--- src/rtl/pwm_pkg.sv ---
// Shared definitions for the PWM register bank: address map, register offsets,
// per-channel configuration record and byte-to-record helpers.
package pwm_pkg;

    localparam int NUM_CH = 3;

    localparam logic [5:0] CH0_BASE  = 6'h00;
    localparam logic [5:0] CH1_BASE  = 6'h0F;
    localparam logic [5:0] CH2_BASE  = 6'h20;
    localparam logic [5:0] ADDR_LAST = 6'h30;

    // Logical offsets within a full (phase-capable) channel block.
    localparam logic [4:0] OFF_CTRL    = 5'd0;
    localparam logic [4:0] OFF_PER_H   = 5'd1;
    localparam logic [4:0] OFF_PER_L   = 5'd2;
    localparam logic [4:0] OFF_PH_H    = 5'd3;
    localparam logic [4:0] OFF_PH_L    = 5'd4;
    localparam logic [4:0] OFF_ACTA    = 5'd5;
    localparam logic [4:0] OFF_CMPAA_H = 5'd6;
    localparam logic [4:0] OFF_CMPAA_L = 5'd7;
    localparam logic [4:0] OFF_CMPAB_H = 5'd8;
    localparam logic [4:0] OFF_CMPAB_L = 5'd9;
    localparam logic [4:0] OFF_DBA     = 5'd10;
    localparam logic [4:0] OFF_ACTB    = 5'd11;
    localparam logic [4:0] OFF_CMPBA_H = 5'd12;
    localparam logic [4:0] OFF_CMPBA_L = 5'd13;
    localparam logic [4:0] OFF_CMPBB_H = 5'd14;
    localparam logic [4:0] OFF_CMPBB_L = 5'd15;
    localparam logic [4:0] OFF_DBB     = 5'd16;

    localparam int         NUM_BYTES    = 17;
    localparam logic [5:0] NREG_PHASE   = 6'd17;
    localparam logic [5:0] NREG_NOPHASE = 6'd15;

    typedef logic [NUM_BYTES-1:0][7:0] ch_bytes_t;

    typedef struct packed {
        logic [7:0]  ctrl;
        logic [15:0] period;
        logic [15:0] phase;
        logic [15:0] cmp_aa;
        logic [15:0] cmp_ab;
        logic [15:0] cmp_ba;
        logic [15:0] cmp_bb;
        logic [7:0]  act_a;
        logic [7:0]  act_b;
        logic [7:0]  db_a;
        logic [7:0]  db_b;
    } ch_cfg_t;

    // A channel without phase skips the two PH bytes, so its later offsets shift up by two.
    function automatic logic [4:0] reg_index(input logic [5:0] off, input logic has_phase);
        logic [4:0] idx;
        if (!has_phase && (off >= 6'd3)) begin
            idx = 5'(off + 6'd2);
        end else begin
            idx = 5'(off);
        end
        return idx;
    endfunction

    function automatic ch_cfg_t bytes_to_cfg(input ch_bytes_t b, input logic [7:0] ctrl);
        ch_cfg_t cfg;
        cfg.ctrl   = ctrl;
        cfg.period = {b[OFF_PER_H],   b[OFF_PER_L]};
        cfg.phase  = {b[OFF_PH_H],    b[OFF_PH_L]};
        cfg.cmp_aa = {b[OFF_CMPAA_H], b[OFF_CMPAA_L]};
        cfg.cmp_ab = {b[OFF_CMPAB_H], b[OFF_CMPAB_L]};
        cfg.cmp_ba = {b[OFF_CMPBA_H], b[OFF_CMPBA_L]};
        cfg.cmp_bb = {b[OFF_CMPBB_H], b[OFF_CMPBB_L]};
        cfg.act_a  = b[OFF_ACTA];
        cfg.act_b  = b[OFF_ACTB];
        cfg.db_a   = b[OFF_DBA];
        cfg.db_b   = b[OFF_DBB];
        return cfg;
    endfunction

endpackage

--- src/rtl/pwm_reg_channel.sv ---
// One PWM channel's shadow/active register set: decodes its address window,
// transfers shadow to active at period end or while the channel is disabled.
module pwm_reg_channel
    import pwm_pkg::*;
#(
    parameter logic [5:0] BASE      = 6'h00,
    parameter bit         HAS_PHASE = 1'b1
) (
    input  logic       clk,
    input  logic       rst_n,
    input  logic       i_ena,
    input  logic       i_wr_en,
    input  logic [5:0] i_addr,
    input  logic [7:0] i_wdata,
    input  logic       i_load_stb,
    output ch_cfg_t    o_cfg,
    output logic       o_pending,
    output logic [7:0] o_rd_data
);

    localparam logic [5:0] NREG = HAS_PHASE ? NREG_PHASE : NREG_NOPHASE;

    ch_bytes_t  r_shadow;
    ch_cfg_t    r_active;
    logic       r_pending;

    logic [5:0] w_off;
    logic [4:0] w_idx;
    logic       w_hit;
    logic       w_wr_ctrl;
    logic       w_wr_shadow;
    logic       w_xfer;

    // Address decode, write qualification and transfer condition.
    always_comb begin
        w_off       = i_addr - BASE;
        w_hit       = (i_addr >= BASE) && (w_off < NREG);
        w_idx       = reg_index(w_off, HAS_PHASE);
        w_wr_ctrl   = i_ena & i_wr_en & w_hit & (w_idx == OFF_CTRL);
        w_wr_shadow = i_ena & i_wr_en & w_hit & (w_idx != OFF_CTRL);
        w_xfer      = i_load_stb | ~r_active.ctrl[0];
    end

    // Shadow/active/pending state; a transfer copies the pre-write shadow.
    always_ff @(posedge clk) begin
        if (!rst_n) begin
            r_shadow  <= '0;
            r_active  <= '0;
            r_pending <= 1'b0;
        end else begin
            if (w_xfer) begin
                r_active <= bytes_to_cfg(r_shadow, r_active.ctrl);
            end
            if (w_wr_ctrl) begin
                r_active.ctrl <= i_wdata;
            end
            if (w_wr_shadow) begin
                r_shadow[w_idx] <= i_wdata;
            end
            if (w_wr_shadow) begin
                r_pending <= 1'b1;
            end else if (w_xfer) begin
                r_pending <= 1'b0;
            end
        end
    end

    // Readback view: CTRL has no shadow, so its active value is returned.
    always_comb begin
        o_rd_data = 8'h00;
        if (w_hit) begin
            if (w_idx == OFF_CTRL) begin
                o_rd_data = r_active.ctrl;
            end else begin
                o_rd_data = r_shadow[w_idx];
            end
        end else begin
            o_rd_data = 8'h00;
        end
    end

    assign o_cfg     = r_active;
    assign o_pending = r_pending;

endmodule

--- src/rtl/pwm_reg_bank.sv ---
// Three-channel PWM register bank responder with shadowed, atomically loaded registers.
// Optional byte readback is built when PWM_REGBANK_READBACK_EN is defined.
module pwm_reg_bank
    import pwm_pkg::*;
(
    input  logic        clk,
    input  logic        rst_n,
    input  logic        ena,
    input  logic        wr_en,
    input  logic [5:0]  addr,
    input  logic [7:0]  wdata,
    output logic [7:0]  rdata,
    output logic [7:0]  rdata_oe,
    input  logic [2:0]  load_stb,
    output logic [23:0] ctrl,
    output logic [47:0] period,
    output logic [47:0] phase,
    output logic [47:0] cmp_aa,
    output logic [47:0] cmp_ab,
    output logic [47:0] cmp_ba,
    output logic [47:0] cmp_bb,
    output logic [23:0] act_a,
    output logic [23:0] act_b,
    output logic [23:0] db_a,
    output logic [23:0] db_b,
    output logic [2:0]  pending
);

    ch_cfg_t    w_cfg     [NUM_CH];
    logic [7:0] w_rd_data [NUM_CH];

    for (genvar g = 0; g < NUM_CH; g++) begin : g_ch
        localparam logic [5:0] CH_BASE = (g == 0) ? CH0_BASE : ((g == 1) ? CH1_BASE : CH2_BASE);

        pwm_reg_channel #(
            .BASE      (CH_BASE),
            .HAS_PHASE (g != 0)
        ) u_ch (
            .clk        (clk),
            .rst_n      (rst_n),
            .i_ena      (ena),
            .i_wr_en    (wr_en),
            .i_addr     (addr),
            .i_wdata    (wdata),
            .i_load_stb (load_stb[g]),
            .o_cfg      (w_cfg[g]),
            .o_pending  (pending[g]),
            .o_rd_data  (w_rd_data[g])
        );

        assign ctrl  [8*g  +: 8]  = w_cfg[g].ctrl;
        assign period[16*g +: 16] = w_cfg[g].period;
        assign phase [16*g +: 16] = w_cfg[g].phase;
        assign cmp_aa[16*g +: 16] = w_cfg[g].cmp_aa;
        assign cmp_ab[16*g +: 16] = w_cfg[g].cmp_ab;
        assign cmp_ba[16*g +: 16] = w_cfg[g].cmp_ba;
        assign cmp_bb[16*g +: 16] = w_cfg[g].cmp_bb;
        assign act_a [8*g  +: 8]  = w_cfg[g].act_a;
        assign act_b [8*g  +: 8]  = w_cfg[g].act_b;
        assign db_a  [8*g  +: 8]  = w_cfg[g].db_a;
        assign db_b  [8*g  +: 8]  = w_cfg[g].db_b;
    end

`ifdef PWM_REGBANK_READBACK_EN
    logic [7:0] r_rdata;
    logic [7:0] r_rdata_oe;
    logic [7:0] w_rd_mux;

    // Channel windows are disjoint and non-hits read zero, so OR-ing selects the hit.
    always_comb begin
        w_rd_mux = w_rd_data[0] | w_rd_data[1] | w_rd_data[2];
    end

    // Registered readback data and pad direction.
    always_ff @(posedge clk) begin
        if (!rst_n) begin
            r_rdata    <= 8'h00;
            r_rdata_oe <= 8'h00;
        end else begin
            r_rdata    <= w_rd_mux;
            r_rdata_oe <= (ena & ~wr_en) ? 8'hFF : 8'h00;
        end
    end

    assign rdata    = r_rdata;
    assign rdata_oe = r_rdata_oe;
`else
    logic w_unused_rd;
    assign w_unused_rd = |(w_rd_data[0] | w_rd_data[1] | w_rd_data[2]);
    assign rdata       = 8'h00;
    assign rdata_oe    = 8'h00;
`endif

endmodule
--- config.mk ---
export PLATFORM = sky130hd
export DESIGN_NAME = pwm_reg_bank
export DESIGN_NICKNAME = d
export VERILOG_FILES = /design/src/rtl/pwm_pkg.sv /design/src/rtl/pwm_reg_channel.sv /design/src/rtl/pwm_reg_bank.sv
export SDC_FILE = /design/constraint.sdc
export NUM_CORES = 2
export LEC_CHECK = 0
export CAP_MARGIN = 20
export CORE_ASPECT_RATIO = 0.7
export CORE_UTILIZATION = 58
export DETAILED_ROUTE_END_ITERATION = 7
export PLACE_DENSITY = 0.84
export SYNTH_ARGS = -nofsm -noshare
export SYNTH_HDL_FRONTEND = slang
export SYNTH_SLANG_ARGS = --single-unit
export TNS_END_PERCENT = 50
--- constraint.sdc ---
create_clock -name clk -period 3.5 [get_ports clk]
set_input_delay 0.7 -clock clk [delete_from_list [all_inputs] [get_ports clk]]
set_output_delay 0.7 -clock clk [all_outputs]
set_load 0.01 [all_outputs]
==> out/results.ini <==
[routing]
viasPerCell=5.59
route.antenna.remaining_nets=0
wl_um=83900
vias=23965
post_drt_wl_per_cell_um=19.6
dr.pass1.iters=6
first_iter_violations=2027
drc_errors=0

[sta]
fin_crit_sh=0.834
max_freq_mhz=343
worst_slew_pin_slew_ns=1.15
setup_tns_ns=0
max_slew_margin=0.231
rsz0062_at_grt=false
setup_violations=0
clock_skew_ns=0.0126
period_needed_ns=2.92
hold_viol_final=0
drv_slew=0

[setup_path]
crit_fanout=21
cp.required_ns=4.01
cp-end-kind=register
crit_type=in2reg
worst_setup_path_start_kind=input port
arrival_ns=3.43

[pwr]
p_int_uw=14100
ir_drop_mv=0.501
p_sw_frac=0.215
sequentialPowerShare=0.506
total_power_uw=17900
p_comb_frac=0.036
clock_power_share=0.457
switchingPower_uw=3850
power_density_nw_per_um2=474
leakagePower_uw=0.0137

[floorplan]
die_area_um2=53600
ios=448
die_w_um=276
die_h_um=194
core_um2=51400
fp-row-count=69
initial_core_util=0.594

[cts]
tritoncts=built
cts_root_buffer=clkbuf_16
clockBufferDepth=3
cts_hold_buf=0
numCtsBuffers=71
clkLatencyLatePin_ns=0.61
cts.htree.levels=3
cts.clk_slew.worst_paths_ns=0.07
cts-resized-gates=0
clock_sinks=795
postCtsSetupRepairBufs=0

[synthesis]
synth-simple-area-share=0.196
yosysUniqueCellTypes=60
synth-main-ff-cell=dfxtp_1
synth_compound_area_frac=0.124
synth_seq_area_share=0.521
synth_edf_count=0
ys_ff_latch=795
ys_warn_count=0
synthXorXnorAreaFrac=0.00246
syn-cell-area_um2=30500
syn_inst=3238
async_reset_ff_frac=0
synth_fa_ha_area_frac=0.000820
synth_top_family_by_area=simple AND/OR/NAND/NOR gates
synthMuxAreaShare=0.118
syn_avg_cell_area_um2=9.43

[placement]
gp_congestion=0.950
portBuffers=431
post-dp-hpwl_um=54600
placedCellCount=4162

[worst_hold_path]
hp-class=reg2reg

[run]
cap_violations=0

[outcome]
outcome=finished clean

[finish]
fin_nets=3585
syn_to_final_growth_pct=23.8
layout.cells.non_filler=4290
fillers=3507
drive_gt1_frac=0.0683

[global_route]
grt_pass1_wl_um=130000
grt.overflow.total=0
grt_usage=0.305
grt_pass1_vias=23070
grt_max_degree=285
antenna_found_initial=3

-- per-layer routing --
metal  GRT usage  vias to the layer above  routed length [um]
li1            -                    11280                   -
met1       0.416                    11611               36900
met2       0.479                      882               38100
met3      0.0612                      190                6090
met4       0.118                        2                2800
met5           0                        -                  13
-- state kept, by name, indices dropped and copies added (netlist names) --
register,count
g_ch.u_ch.r_shadow,384
g_ch.u_ch.o_pending,3
g_ch.u_ch.o_cfg,408
-- final cells by class --
type | instances | area [um2] | share of cell area
Tap cell | 674 | 843 | 0.0223
Clock buffer | 100 | 2100 | 0.0556
Timing Repair Buffer | 506 | 4980 | 0.132
Clock inverter | 26 | 353 | 0.00934
Inverter | 4 | 15.0 | 0.000397
Antenna cell | 1 | 2.50 | 0.0000662
Sequential cell | 795 | 15900 | 0.421
Multi-Input combinational cell | 2184 | 13600 | 0.359
-- metrics by stage --
step / hold WS [ns] / setup slack, ns / utilization / cell area, um2
2_1_floorplan: 0.435 / 0.936 / - / 30600
3_3_place_gp: 0.443 / 0.146 / 0.687 / 35300
3_5_place_dp: 0.451 / 0.0562 / 0.687 / 35300
4_1_cts: 0.461 / 0.683 / 0.735 / 37800
5_1_grt: 0.471 / 0.464 / 0.736 / 37800
6_report: 0.459 / 0.582 / 0.736 / 37800
-- cells in the final DEF (no fill, tap or decap), types with 4 or more instances in the layout --
cell	count
buf_12	8
clkbuf_8	15
clkdlybuf4s50_1	422
nand2_1	925
nor3_1	4
conb_1	16
nor3_4	11
bufinv_16	8
a21boi_0	435
nor4_1	4
buf_2	8
mux2i_1	360
buf_4	65
dfxtp_1	795
nor2b_1	229
clkbuf_1	11
nor4_4	8
o21ai_0	51
nand4_1	9
nand3_1	48
clkbuf_16	74
nor2_1	8
nand2b_1	9
clkinv_2	14
-- worst max-delay path, stage by stage --
cell and delay (ns):
clkdlybuf4s50_1 0.48, buf_4 0.26, inv_1 0.10, ha_1 0.50, nand2b_1 0.21, a2bb2oi_1 0.67
o21ai_0 0.25, a21boi_0 0.25
-- synth_stat cells (all sizes together), types with 3 or more instances --
cell | count | share of area
nand2 | 927 | 0.11
dfxtp | 795 | 0.52
a21boi | 435 | 0.11
mux2i | 360 | 0.12
nor2b | 232 | 0.048
clkbuf | 213 | 0.026
buf | 57 | 0.011
o21ai | 54 | 0.0092
nand3 | 48 | 0.0079
nor3 | 15 | 0.0065
nand2b | 12 | 0.0025
nand4 | 12 | 0.0031
nor4 | 12 | 0.0064
nor2 | 8 | 0.00098
xnor2 | 5 | 0.0019
and4b | 4 | 0.0014
o2111ai | 4 | 0.0018
and2 | 3 | 0.00061
and3 | 3 | 0.00061
inv | 3 | 0.00037
or4 | 3 | 0.00074
-- power by group through the flow --
| stage | clock network [uW] | registers [uW] | logic [uW] |
|---|---|---|---|
| floorplan | 0 | 9270 | 435 |
| global placement | 0 | 9270 | 625 |
| detailed placement | 0 | 9270 | 639 |
| CTS | 8250 | 9070 | 641 |
| global route | 8640 | 9060 | 683 |
| finish | 8190 | 9070 | 653 |
-- cell families after synthesis --
| kind of cell | count (synthesis) |
|---|---|
| mux | 361 |
| other cells | 1 |
| fa+ha+maj | 2 |
| xor+xnor | 6 |
| simple gates | 1290 |
| flops | 795 |
| buf+inv | 274 |
| compound gates | 509 |
-- worst paths after layout --
kind,startpoint,cells past startpoint,slack (ns),to
worst min register to register,g_ch[0].u_ch.r_shadow[114],2,0.46,g_ch[0].u_ch.r_shadow[114]
worst min-delay path,g_ch[0].u_ch.r_shadow[114],2,0.46,g_ch[0].u_ch.r_shadow[114]
worst max register to register,g_ch[2].u_ch.o_cfg[128],4,1.75,g_ch[2].u_ch.o_cfg[119]
worst max-delay path,addr[2],8,0.58,g_ch[0].u_ch.r_shadow[10]
(Power assumes the default switching activity.)
